### src/rtl/fetch_ctrl.sv
// fetch_ctrl: instruction-fetch sequencer owning the PC, with a prefetch FIFO
// that feeds decode over a valid/ready handshake and flushes on redirect.
`default_nettype none

module fetch_ctrl #(
   parameter int              XLEN     = 32,
   parameter logic [XLEN-1:0] RESET_PC = '0,
   parameter int              PC_STEP  = 4,
   parameter int              DEPTH    = 2
) (
   input  logic            clk,
   input  logic            rst,
   input  logic            fetch_en,
   output logic [XLEN-1:0] addr_out,
   output logic            mem_req,
   input  logic            mem_gnt,
   input  logic [XLEN-1:0] rdata,
   output logic            instr_valid,
   input  logic            instr_ready,
   output logic [XLEN-1:0] instr_out,
   output logic [XLEN-1:0] pc_out,
   input  logic            redirect,
   input  logic [XLEN-1:0] redirect_pc
);

   localparam int PW = $clog2(DEPTH);
   localparam int CW = $clog2(DEPTH + 1);
   localparam logic [CW-1:0] DEPTH_C = CW'(DEPTH);

   typedef enum logic [0:0] {
      IDLE = 1'b0,
      RUN  = 1'b1
   } state_t;

   state_t          state;
   logic [XLEN-1:0] pc;
   logic [CW-1:0]   count;
   logic [PW-1:0]   rd_ptr;
   logic [PW-1:0]   wr_ptr;
   logic [XLEN-1:0] pc_mem    [DEPTH];
   logic [XLEN-1:0] instr_mem [DEPTH];
   logic            pop;
   logic            push;
   logic            fifo_empty;
   logic            unused_low_bits;

   assign fifo_empty      = (count == '0);
   assign unused_low_bits = ^redirect_pc[1:0];

   // Redirect masks both sides of the FIFO so a flushed entry is never seen.
   assign instr_valid = ~fifo_empty & ~redirect;
   assign pop         = instr_valid & instr_ready;
   assign mem_req     = (state == RUN) & ~redirect & ((count < DEPTH_C) | pop);
   assign push        = mem_req & mem_gnt;
   assign addr_out    = pc;
   assign instr_out   = fifo_empty ? '0 : instr_mem[rd_ptr];
   assign pc_out      = fifo_empty ? '0 : pc_mem[rd_ptr];

   always_ff @(posedge clk or posedge rst) begin
      if (rst) begin
         state  <= IDLE;
         pc     <= RESET_PC;
         count  <= '0;
         rd_ptr <= '0;
         wr_ptr <= '0;
      end else begin
         state <= fetch_en ? RUN : IDLE;
         if (redirect) begin
            count  <= '0;
            rd_ptr <= '0;
            wr_ptr <= '0;
            pc     <= {redirect_pc[XLEN-1:2], 2'b00};
         end else begin
            if (push) begin
               wr_ptr <= wr_ptr + PW'(1);
               pc     <= pc + XLEN'(PC_STEP);
            end
            if (pop) begin
               rd_ptr <= rd_ptr + PW'(1);
            end
            case ({push, pop})
               2'b10:   count <= count + CW'(1);
               2'b01:   count <= count - CW'(1);
               default: count <= count;
            endcase
         end
      end
   end

   // Storage needs no reset: entries are only observable while count is nonzero.
   always_ff @(posedge clk) begin
      if (push) begin
         pc_mem[wr_ptr]    <= pc;
         instr_mem[wr_ptr] <= rdata;
      end
   end

endmodule

`default_nettype wire

### config.mk
export PLATFORM = sky130hd
export DESIGN_NAME = fetch_ctrl
export DESIGN_NICKNAME = d
export VERILOG_FILES = /design/src/rtl/fetch_ctrl.sv
export SDC_FILE = /design/constraint.sdc
export NUM_CORES = 1
export LEC_CHECK = 0
export CORE_AREA = 2 2 127 129
export CTS_BUF_LIST = sky130_fd_sc_hd__clkbuf_16
export DETAILED_ROUTE_END_ITERATION = 8
export DIE_AREA = 0 0 129 131
export DONT_BUFFER_PORTS = 1
export GPL_TIMING_DRIVEN = 0
export HOLD_SLACK_MARGIN = 0.15
export PLACE_DENSITY = 0.63
export RECOVER_POWER = 100
export REMOVE_ABC_BUFFERS = 1
export SETUP_SLACK_MARGIN = 0.15
export SLEW_MARGIN = 20
export SYNTH_ARGS = -nofsm -noshare
export SYNTH_HDL_FRONTEND = slang
export SYNTH_SLANG_ARGS = --single-unit
### constraint.sdc
create_clock -name clk -period 6.04 [get_ports clk]
set_input_delay 1.208 -clock clk [delete_from_list [all_inputs] [get_ports clk]]
set_output_delay 1.208 -clock clk [all_outputs]
set_load 0.01 [all_outputs]
# After elaboration in Yosys (flattened, before gate mapping)
# Memories as Yosys holds them, arrays and structs flattened.
# Cells that the tools add are included.
[op_classes]
add_sub_neg = 5
order_cmp = 1
n_eq_ne = 2
muxes = 13
bitwise_logic = 8
reduce_logical = 4
[op_table]
columns = ["op", "count"]
rows = [
  ["2-to-1 mux 32 bit", 4],
  ["adder 32 x 3 -> 32 bit, second input constant", 1],
  ["2-to-1 mux 1 bit", 7],
  ["bitwise AND 1 bit", 5],
  ["case mux 2 bit (2 select lines)", 1],
  ["nonzero test 2 bit", 2],
  ["nonzero test 3 bit", 1],
  ["adder 1 bit, second input constant", 2],
  ["adder 2 x 1 -> 2 bit, second input constant", 1],
  ["== test 2 x 1 -> 1 bit, second input constant", 1],
  ["== test 2 bit, second input constant", 1],
  ["logical NOT 2 bit", 1],
  ["less-than comparator 2 bit, second input constant", 1],
  ["2-to-1 mux 2 bit", 1],
  ["inverter 1 bit", 2],
  ["subtractor 2 x 1 -> 2 bit, second input constant", 1],
  ["OR 1 bit", 1],
]
[word_totals]
reg_bits = 37
ramBits = 128
input_bits = 70
out_inout_bits = 98
elab_cells = 40
memories = 2
[mem_list]
columns = ["memory", "words", "word_bits", "rd", "rd_clocked_by_memory_dff", "wr", "line", "source"]
rows = [
  ["instr_mem", 2, 32, 1, 0, 1, "41", "logic [XLEN-1:0] instr_mem [DEPTH];"],
  ["pc_mem", 2, 32, 1, 0, 1, "40", "logic [XLEN-1:0] pc_mem [DEPTH];"],
]

# Longest topological paths before layout
# Gate-level depths: netlist of the first run.
[logic_depth]
word_depth = 10
ltp_mapped = 7
mapped_depth_nobuf = 5

# Worst setup path before layout of the first run
# Ideal clock, no wire load.
[synth_timing]
path_kind = "input -> register"
startpoint = "input redirect"
endpoint = "memory instr_mem[0][0] (enable)"
setup_ps = 482
arrival_ps = 4743
t_required_ps = 5558
setup_slack_ps = 815
stages = 6
n_path_buf = 3
cell_sequence = "nand2b_1 > buf_6 > or3_1 > buf_2 > clkbuf_1 > nor2_1"
[synth_via]
elab_chain_len = 8
elab_cells_between_ends = 9
classes_between = "2 x mux; 7 x bitwise"
[synth_rtl]
columns = ["item", "line", "source"]
rows = [
  ["start, declared", "22", "input logic redirect,"],
  ["inverter 1 bit (*)", "51, 53", ""],
  ["bitwise AND 1 bit", "51", "assign instr_valid = ~fifo_empty & ~redirect;"],
  ["bitwise AND 1 bit", "52", "assign pop = instr_valid & instr_ready;"],
  ["OR 1 bit", "53", "assign mem_req = (state == RUN) & ~redirect & ((count < DEPTH_C) | pop);"],
  ["bitwise AND 1 bit (*)", "53", ""],
  ["bitwise AND 1 bit (*)", "54", "assign push = mem_req & mem_gnt;"],
  ["2-to-1 mux 1 bit (*)", "92", "if (push) begin"],
  ["2-to-1 mux 1 bit (not written as such) (*)", "94", "instr_mem[wr_ptr] <= rdata;"],
  ["end, declared", "41", ""],
]
# Every way passes the cells marked *; elsewhere a longest branch is shown, timed or not.

# Worst setup path in the final report of the first run
[layout_timing]
startpoint = "register count[0]"
endpoint = "output pc_out[17]"
[layout_via]
elab_chain_len = 2
[layout_rtl]
columns = ["item", "line", "source"]
rows = [
  ["start, declared", "37", "logic [CW-1:0] count;"],
  ["start signal, assigned", "82", "2'b10: count <= count + CW'(1);"],
  ["start signal, assigned", "83", "2'b01: count <= count - CW'(1);"],
  ["start signal, assigned", "84", "default: count <= count;"],
  ["logical NOT 2 bit", "47", "assign fifo_empty = (count == '0);"],
  ["2-to-1 mux 32 bit", "57", "assign pc_out = fifo_empty ? '0 : pc_mem[rd_ptr];"],
  ["end, declared", "21", "output logic [XLEN-1:0] pc_out,"],
]
# Every way passes these cells.

==> results.toml, run 1 <==
[cts]
postCtsSetupBuffers = 0
clkLatencyLatePin_ps = 420
ctsResizeCount = 0
cts_hold_buffers = 0
cts_tree = "done"
cts_root_buf = "clkbuf_16"
clk_pin_slew_ps = 60
cts_buffers = 17
clk_path_buf_depth = 2
cts_sinks = 159
cts-htree-levels = 4

[floorplanning]
design.die.area_um2 = 16900
io-pin-count = 168
core_um2 = 15600
die_w_um = 129
chipHeight_um = 131
fp-row-count = 46
start_util = 0.439

[sta]
tightest_slew_ps = 2320
grt_setup_unrepaired = "false"
layout_setup_ws_ps = 1580
slew_viol_final = 67
finalSetupViolCount = 0
fin_crit_sh = 0.739
min_period_ps = 4460
tns_ps = 0
timing.fmax_ghz = 0.224
finalHoldViolCount = 0
slew_headroom = -0.561
finalClockSkew_ps = 8.76

[critical_path]
critPathLaunch = "count[0]$_DFFE_PP0P_"
path_common_cell = "nor2_1"
worstReg2RegStart = "count[1]$_DFFE_PP0P_"
path_max_fanout = 24
crit_path_top_delay_cell = "nor2_1"
path_class = "reg2out"
worstPathRequired_ps = 4830
worst_setup_path_start_kind = "flip-flop"
path_cells = "nor2_1 > clkbuf_1 > buf_16 > nor2_1"
cp-end-kind = "output pin"
critPathMaxStageDelay_ps = 1090
critPathArrivalTime_ps = 3250

[logic_synthesis]
synth_warnings = 0
synth.area.top_cells = "edfxtp_1, dfrtp_1, mux2i_1"
ys_seq_area_frac = 0.672
async_flop_share = 0.220
synth.top_cell.area_share = 0.544
yosysMostFrequentCell = "edfxtp_1"
netlist_area_um2 = 6840
synth-edff-count = 124
ys_types = 44
synth_common_cells = "edfxtp_1, nor2_1, mux2i_1"
synth_seq_cells = 159
synth_flop_cell = "edfxtp_1"
avgSynthCellArea_um2 = 13.4
syn_inst = 512
synth_top_cell_by_area = "edfxtp_1"

[min_path]
hp-class = "reg2reg"
hp-start = "wr_ptr$_DFFE_PP0P_"

[power]
p_int_w = 0.00203
p_leak_nw = 2.58
power_frac_clock = 0.430
power.switching_w = 0.000614
switching_share = 0.232
power_density_nw_per_um2 = 344
seqPwrFrac = 0.493
power_w = 0.00265
irDropWorstVdd_v = 0.000185
combPwrFrac = 0.077

[grt]
track_usage = 0.178
grt_max_degree = 48
grt_pass1_vias = 4057
overflow = 0
grt_pass1_wl_mm = 22.5
antenna_found_initial = 1

[status]
status = "complete, but fails checks"
violations = "capacitance limit, slew limit"

[routing]
firstDrtPassIters = 4
drc = 0
first_iter_violations = 215
viasPerCell = 5.64
route.antenna.remaining_nets = 0
via_count = 4155
routed_wl_mm = 15.1
wl_per_cell_um = 20.5

[cells_and_area]
antennaDiodeCount = 0
postLayoutCoreUtil = 0.494
layout.cells.non_filler = 737
drive_gt1_frac = 0.0653
syn_to_final_growth_pct = 12.5
nNetsFinal = 579

[job]
cap_viol_max_count = 3

[placement]
place_ws_ps = 2130
port_buffers = 0
dp_hpwl_mm = 10.1
gp_congestion = 0.764
placedCellCount = 705
-- metrics by stage --
step | hold slack (ps) | cell area, um2
6_report | 586 | 7700
3_3_place_gp | 541 | 6960
3_5_place_dp | 569 | 7160
5_1_grt | 621 | 7700
4_1_cts | 593 | 7790
2_1_floorplan | 524 | 6690
-- cell families after synthesis --
group                      after synthesis  synth area share
AOI/OAI and AO/OA                       52            0.0569
xor gates and xnor gates                 5           0.00640
adders and majority gates                1           0.00183
buffers and inverters                   47            0.0320
DFF                                    159             0.672
muxes                                   73             0.107
other                                    1          0.000548
and+or+nand+nor                        174             0.123
-- critical path, delay by kind of cell (launching register included) --
kind | cells | cell delay [ps]
AND/OR/NAND/NOR | 2 | 1210
buffers and inverters | 2 | 1170
flip-flops | 1 | 420
-- path summary, 6_finish.rpt --
check,cells after the start,slack (ps),endpoint
worst max-delay path,4,1580,pc_out[17]
worst min-delay path,2,590,wr_ptr$_DFFE_PP0P_
worst max register to register,5,2290,instr_mem[0][14]$_DFFE_PP_
worst min register to register,2,590,wr_ptr$_DFFE_PP0P_
max in group asynchronous,2,3800,addr_out[24]$_DFFE_PP0P_
min in group asynchronous,1,780,count[1]$_DFFE_PP0P_
-- flip-flops by register name, indices dropped and copies added (netlist names) --
| signal | count |
|---|---|
| wr_ptr | 1 |
| state | 1 |
| addr_out | 30 |
| rd_ptr | 1 |
| instr_mem | 64 |
| pc_mem | 60 |
| count | 2 |
-- layout by cell type (no fill, tap or decap), types with 11 or more instances in the layout --
cell type | synthesis | layout
mux2i_1 | 69 | 69
dfrtp_1 | 35 | 35
clkbuf_16 | 0 | 17
nor2_1 | 70 | 70
nand2_1 | 34 | 34
edfxtp_1 | 124 | 124
inv_1 | 14 | 17
o311ai_0 | 12 | 12
nand4_1 | 12 | 12
o21ai_0 | 11 | 11
nand3_1 | 16 | 16
nor4_1 | 12 | 13
-- final cells by class --
| class | instances | area, um2 |
|---|---|---|
| fillers | 1373 | 7900 |
| well taps | 216 | 270 |
| clock buffers | 17 | 425 |
| flip-flops and latches | 159 | 4600 |
| inverters | 14 | 52.6 |
| repair buffers | 7 | 130 |
| clock inverters | 15 | 201 |
| multi-input cells | 309 | 2020 |
-- power groups by stage --
stage               logic (W)  registers, W  clock network (W)
floorplan            0.000152       0.00131                  0
global placement     0.000190       0.00134                  0
detailed placement   0.000215       0.00133                  0
CTS                  0.000216       0.00131            0.00116
global route         0.000226       0.00131            0.00121
finish               0.000205       0.00130            0.00114
-- metal layers --
metal	GRT usage	share of wire	up-vias
met5	0	0.00086	-
met4	0.0499	0.014	2
met3	0.0810	0.089	19
met2	0.278	0.47	161
met1	0.226	0.43	2061
li1	-	-	1912
(Power assumes the default switching activity.)
==> run 2: changes to the inputs <==
Clock period 6.04 ns to 4.4 ns, I/O delays scaled along.
==> run 2 against run 1 <==
Effect of this change:
- the flow still finishes with violations (capacitance limit, slew limit)
- sequential power up 38%
- cell area up 0.32%
- highest routed layer unchanged
- critical path depth up 1
- die area unchanged
- critical path type is now in2reg
- non-clock buffer count unchanged
- critical endpoint is now instr_mem[0][14]$_DFFE_PP_
- clock power up 38%
==> results.toml, run 2 (synthesized netlist as in run 1, its figures left out) <==
[sta]
min_period_ps = 3570
slew_viol_final = 66
finalHoldViolCount = 0
grt_setup_unrepaired = "false"
timing.fmax_ghz = 0.280
tightest_slew_ps = 1680
finalClockSkew_ps = 9.28
finalSetupViolCount = 0
slew_headroom = -0.120
fin_crit_sh = 0.811
layout_setup_ws_ps = 832

[power]
seqPwrFrac = 0.491
power_frac_clock = 0.430
irDropWorstVdd_v = 0.000254
switching_share = 0.233
power_density_nw_per_um2 = 472
p_leak_nw = 2.58
combPwrFrac = 0.079
p_int_w = 0.00280
power.switching_w = 0.000848

[critical_path]
critPathLaunch = "redirect"
worstReg2RegEnd = "instr_mem[0][14]$_DFFE_PP_"
path_max_fanout = 47
cp-end-kind = "flip-flop"
crit_end = "instr_mem[0][14]$_DFFE_PP_"
critPathMaxStageDelay_ps = 880
r2r_setup_slack_ps = 990
worstPathRequired_ps = 4450
critPathBufInv = 2
path_cells = "nand2b_1 > or3_1 > nor2_4 > buf_12 > clkbuf_2"
worst_r2r_path_depth = 5
worstReg2RegStart = "count[1]$_DFFE_PP0P_"
crit_path_top_delay_cell = "or3_1"
critPathArrivalTime_ps = 3610
path_class = "in2reg"
path_depth = 5
worst_setup_path_start_kind = "input pin"
cp_top_family = "simple AND/OR/NAND/NOR gates"

[placement]
place_ws_ps = 814
dp_hpwl_mm = 10.1
gp_congestion = 0.764
placedCellCount = 705
port_buffers = 0

[cts]
cts_tree = "done"
clkLatencyLatePin_ps = 420
cts_hold_buffers = 0
cts-htree-levels = 4
clk_pin_slew_ps = 60
cts_root_buf = "clkbuf_16"
cts_buffers = 17
postCtsSetupBuffers = 0
clk_path_buf_depth = 2
cts_sinks = 159
ctsResizeCount = 0

[floorplanning]
design.die.area_um2 = 16900
start_util = 0.439
core_um2 = 15600
fp-row-count = 46
die_w_um = 129
io-pin-count = 168
chipHeight_um = 131

[cells_and_area]
largest_reg_flops = 64
layout.cells.non_filler = 737
mostFrequentLayoutCells = "edfxtp_1, mux2i_1, nor2_1"
antennaDiodeCount = 0
postLayoutCoreUtil = 0.495
top_register = "instr_mem"
nNetsFinal = 579
fillers = 1367
regArea_um2 = 4600
final_common_cell = "edfxtp_1"
drive_gt1_frac = 0.0691
multiInputGateArea_um2 = 2040
syn_to_final_growth_pct = 12.9

[grt]
antenna_found_initial = 1
use_met3 = 0.0810
grt_util_met1 = 0.226
top_usage_layer = "met2"
overflow = 0
grt_pass1_vias = 4057
track_usage = 0.178
grt_util_met2 = 0.278
grt_pass1_wl_mm = 22.5
grt_max_degree = 48

[routing]
firstDrtPassIters = 4
routed_wl_mm = 15.2
first_iter_violations = 265
viasPerCell = 5.66
wl_per_cell_um = 20.6
drc = 0
via_count = 4170
route.antenna.remaining_nets = 0

[status]
violations = "capacitance limit, slew limit"
status = "complete, but fails checks"

[min_path]
hp-class = "in2async"

[job]
cap_viol_max_count = 3
## run 2: routing by layer
metal,vias up,wire [um]
li1,1921,-
met1,2077,6480
met2,155,7100
met3,15,1380
met4,2,187
met5,-,13
## run 2: power by group through the flow
stage          Sequential [W]  Combinational [W]  Clock (W)
4_1_cts               0.00179           0.000296    0.00159
6_report              0.00179           0.000289    0.00157
2_1_floorplan         0.00180           0.000209          0
3_3_place_gp          0.00184           0.000260          0
5_1_grt               0.00180           0.000319    0.00166
3_5_place_dp          0.00182           0.000296          0
## run 2: worst min-delay path by stage
stage                                         from                       to  slack [ps]  depth (start not counted)
after floorplan                 wr_ptr$_DFFE_PP0P_       wr_ptr$_DFFE_PP0P_         520                          2
after global placement          wr_ptr$_DFFE_PP0P_       wr_ptr$_DFFE_PP0P_         540                          2
after detailed placement  addr_out[31]$_DFFE_PP0P_  pc_mem[0][31]$_DFFE_PP_         570                          0
after CTS                                      rst  addr_out[2]$_DFFE_PP0P_         340                          1
after global routing                      fetch_en          state$_DFF_PP0_         460                          0
final                                          rst     count[1]$_DFFE_PP0P_         440                          1
## run 2: layout make-up
| type | instances | area share |
|---|---|---|
| inverter | 14 | 0.00680 |
| tap | 216 | 0.0350 |
| sequential | 159 | 0.595 |
| multi-input combinational | 309 | 0.264 |
| timing repair buffer | 7 | 0.0180 |
| clock buffer | 17 | 0.0551 |
| clock inverter | 15 | 0.0261 |
## run 2: through the flow
step | instance area [um2] | total power, W | hold slack, ps | setup TNS [ps]
2_1_floorplan | 6690 | 0.00201 | 524 | -36020
3_3_place_gp | 6960 | 0.00210 | 541 | -233420
3_5_place_dp | 7160 | 0.00212 | 569 | 0
4_1_cts | 7790 | 0.00368 | 336 | 0
5_1_grt | 7730 | 0.00378 | 463 | 0
6_report | 7730 | 0.00364 | 444 | 0
==> run 3: changes to the inputs <==
Settings changed: PLACE_DENSITY 0.63 to 0.65.
Clock period 4.4 ns to 3.05 ns, I/O delays scaled along.
==> run 3 against run 2 <==
Effect of this change:
- the run now ends clean
- cell area shrank 0.50%
- non-clock buffer count grew 3
- sequential power grew 45%
- register-to-register slack lost 670 ps
- routed wire length shrank 2.1%
- global-route usage shrank 0.46 points
- setup slack lost 510 ps
- critical path depth shrank 1
- flip-flop and latch count is the same
- hold slack lost 210 ps
- critical path type is now reg2reg
==> results.toml, run 3 (synthesized netlist as in run 1, its figures left out) <==
[routing]
routed_wl_mm = 14.8
drc = 0
via_count = 4134
firstDrtPassIters = 4
wl_per_cell_um = 20.1
route.antenna.remaining_nets = 0
viasPerCell = 5.59
first_iter_violations = 225

[job]
cap_viol_max_count = 0

[critical_path]
worst_r2r_path_depth = 4
crit_end = "pc_mem[0][20]$_DFFE_PP_"
critPathArrivalTime_ps = 2770
path_max_fanout = 32
critPathLaunch = "count[1]$_DFFE_PP0P_"
worstReg2RegEnd = "pc_mem[0][20]$_DFFE_PP_"
path_class = "reg2reg"
worst_setup_path_start_kind = "flip-flop"
worstPathRequired_ps = 3090
worstReg2RegStart = "count[1]$_DFFE_PP0P_"
cp-end-kind = "flip-flop"
r2r_setup_slack_ps = 320

[grt]
overflow = 0
antenna_found_initial = 0
grt_max_degree = 48
grt_pass1_vias = 4015
grt_pass1_wl_mm = 22.1
track_usage = 0.173

[cells_and_area]
regArea_um2 = 4600
top_register = "instr_mem"
drive_gt1_frac = 0.0763
postLayoutCoreUtil = 0.493
multiInputGateArea_um2 = 2040
largest_reg_flops = 64
fillers = 1363
final_common_cell = "edfxtp_1"
antennaDiodeCount = 0
nNetsFinal = 582
mostFrequentLayoutCells = "edfxtp_1, mux2i_1, nor2_1"
syn_to_final_growth_pct = 12.3

[power]
combPwrFrac = 0.084
power_w = 0.00489
irDropWorstVdd_v = 0.000369
seqPwrFrac = 0.529
power_frac_clock = 0.387
p_int_w = 0.00370
p_leak_nw = 2.55
power_density_nw_per_um2 = 636
power.switching_w = 0.00119
switching_share = 0.243

[sta]
min_period_ps = 2730
finalClockSkew_ps = 7.27
slew_viol_final = 0
layout_setup_ws_ps = 321
fin_crit_sh = 0.895
finalHoldViolCount = 0
timing.fmax_ghz = 0.366
finalSetupViolCount = 0
tightest_slew_ps = 1170
tns_ps = 0
slew_headroom = 0.220
grt_setup_unrepaired = "false"

[cts]
clk_pin_slew_ps = 60
cts_buffers = 17
clkLatencyLatePin_ps = 400
cts-htree-levels = 4
clk_path_buf_depth = 2
cts_sinks = 159
cts_root_buf = "clkbuf_16"
cts_tree = "done"

[status]
status = "finished clean"

[floorplanning]
core_um2 = 15600
fp-row-count = 46
start_util = 0.439
die_w_um = 129
design.die.area_um2 = 16900
chipHeight_um = 131
io-pin-count = 168

[min_path]
hp-class = "in2reg"

[placement]
dp_hpwl_mm = 10.2
gp_congestion = 0.777
port_buffers = 0
place_ws_ps = -342
## run 3: area by class of cell
cell class / count / area share
clock buffer: 17 / 0.0553
clock inverter: 15 / 0.0137
inverter: 14 / 0.00684
multi-input combinational: 309 / 0.266
sequential: 159 / 0.599
tap: 216 / 0.0352
timing repair buffer: 10 / 0.0246
## run 3: power by group through the flow
stage                     registers (W)  logic (W)  clock network [W]
after floorplan                 0.00260   0.000302                  0
after global placement          0.00265   0.000373                  0
after detailed placement        0.00263   0.000421                  0
after CTS                       0.00259   0.000424            0.00194
after global routing            0.00260   0.000457            0.00203
final                           0.00259   0.000410            0.00189
## run 3: critical path, cell delays in order (launching register included)
cell	delay [ps]
dfrtp_1	440
nor2b_1	250
or3_2	730
nor2_1	410
clkbuf_2	520
## run 3: worst min-delay path by stage
stage,startpoint,end,slack (ps),cells past startpoint
global route,fetch_en,state$_DFF_PP0_,200,0
global placement,wr_ptr$_DFFE_PP0P_,wr_ptr$_DFFE_PP0P_,540,2
floorplan,wr_ptr$_DFFE_PP0P_,wr_ptr$_DFFE_PP0P_,520,2
finish,fetch_en,state$_DFF_PP0_,230,0
detailed placement,rst,state$_DFF_PP0_,510,1
CTS,fetch_en,state$_DFF_PP0_,210,0
## run 3: stage by stage
stage | std cells | hold WS (ps) | instance area, um2
after floorplan | 482 | 524 | 6690
final | 740 | 233 | 7690
after CTS | 740 | 214 | 7730
after detailed placement | 706 | 505 | 7180
after global placement | 698 | 541 | 6960
after global routing | 740 | 204 | 7690
## run 3: timing repair
action | CTS | global route
hold buffers | 1 | 0
setup buffers | 1 | 0
hold endpoints to repair | 15 | 0
endpoints found under the setup margin | 31 | 0
resized for setup | 1 | 0
## run 3: metal layers
layer / track usage / vias to the layer above / share of wire
met5: 0 / - / 0
met4: 0.0531 / 0 / 0.011
met3: 0.0696 / 10 / 0.088
met2: 0.284 / 149 / 0.49
met1: 0.213 / 2051 / 0.41
li1: - / 1924 / -
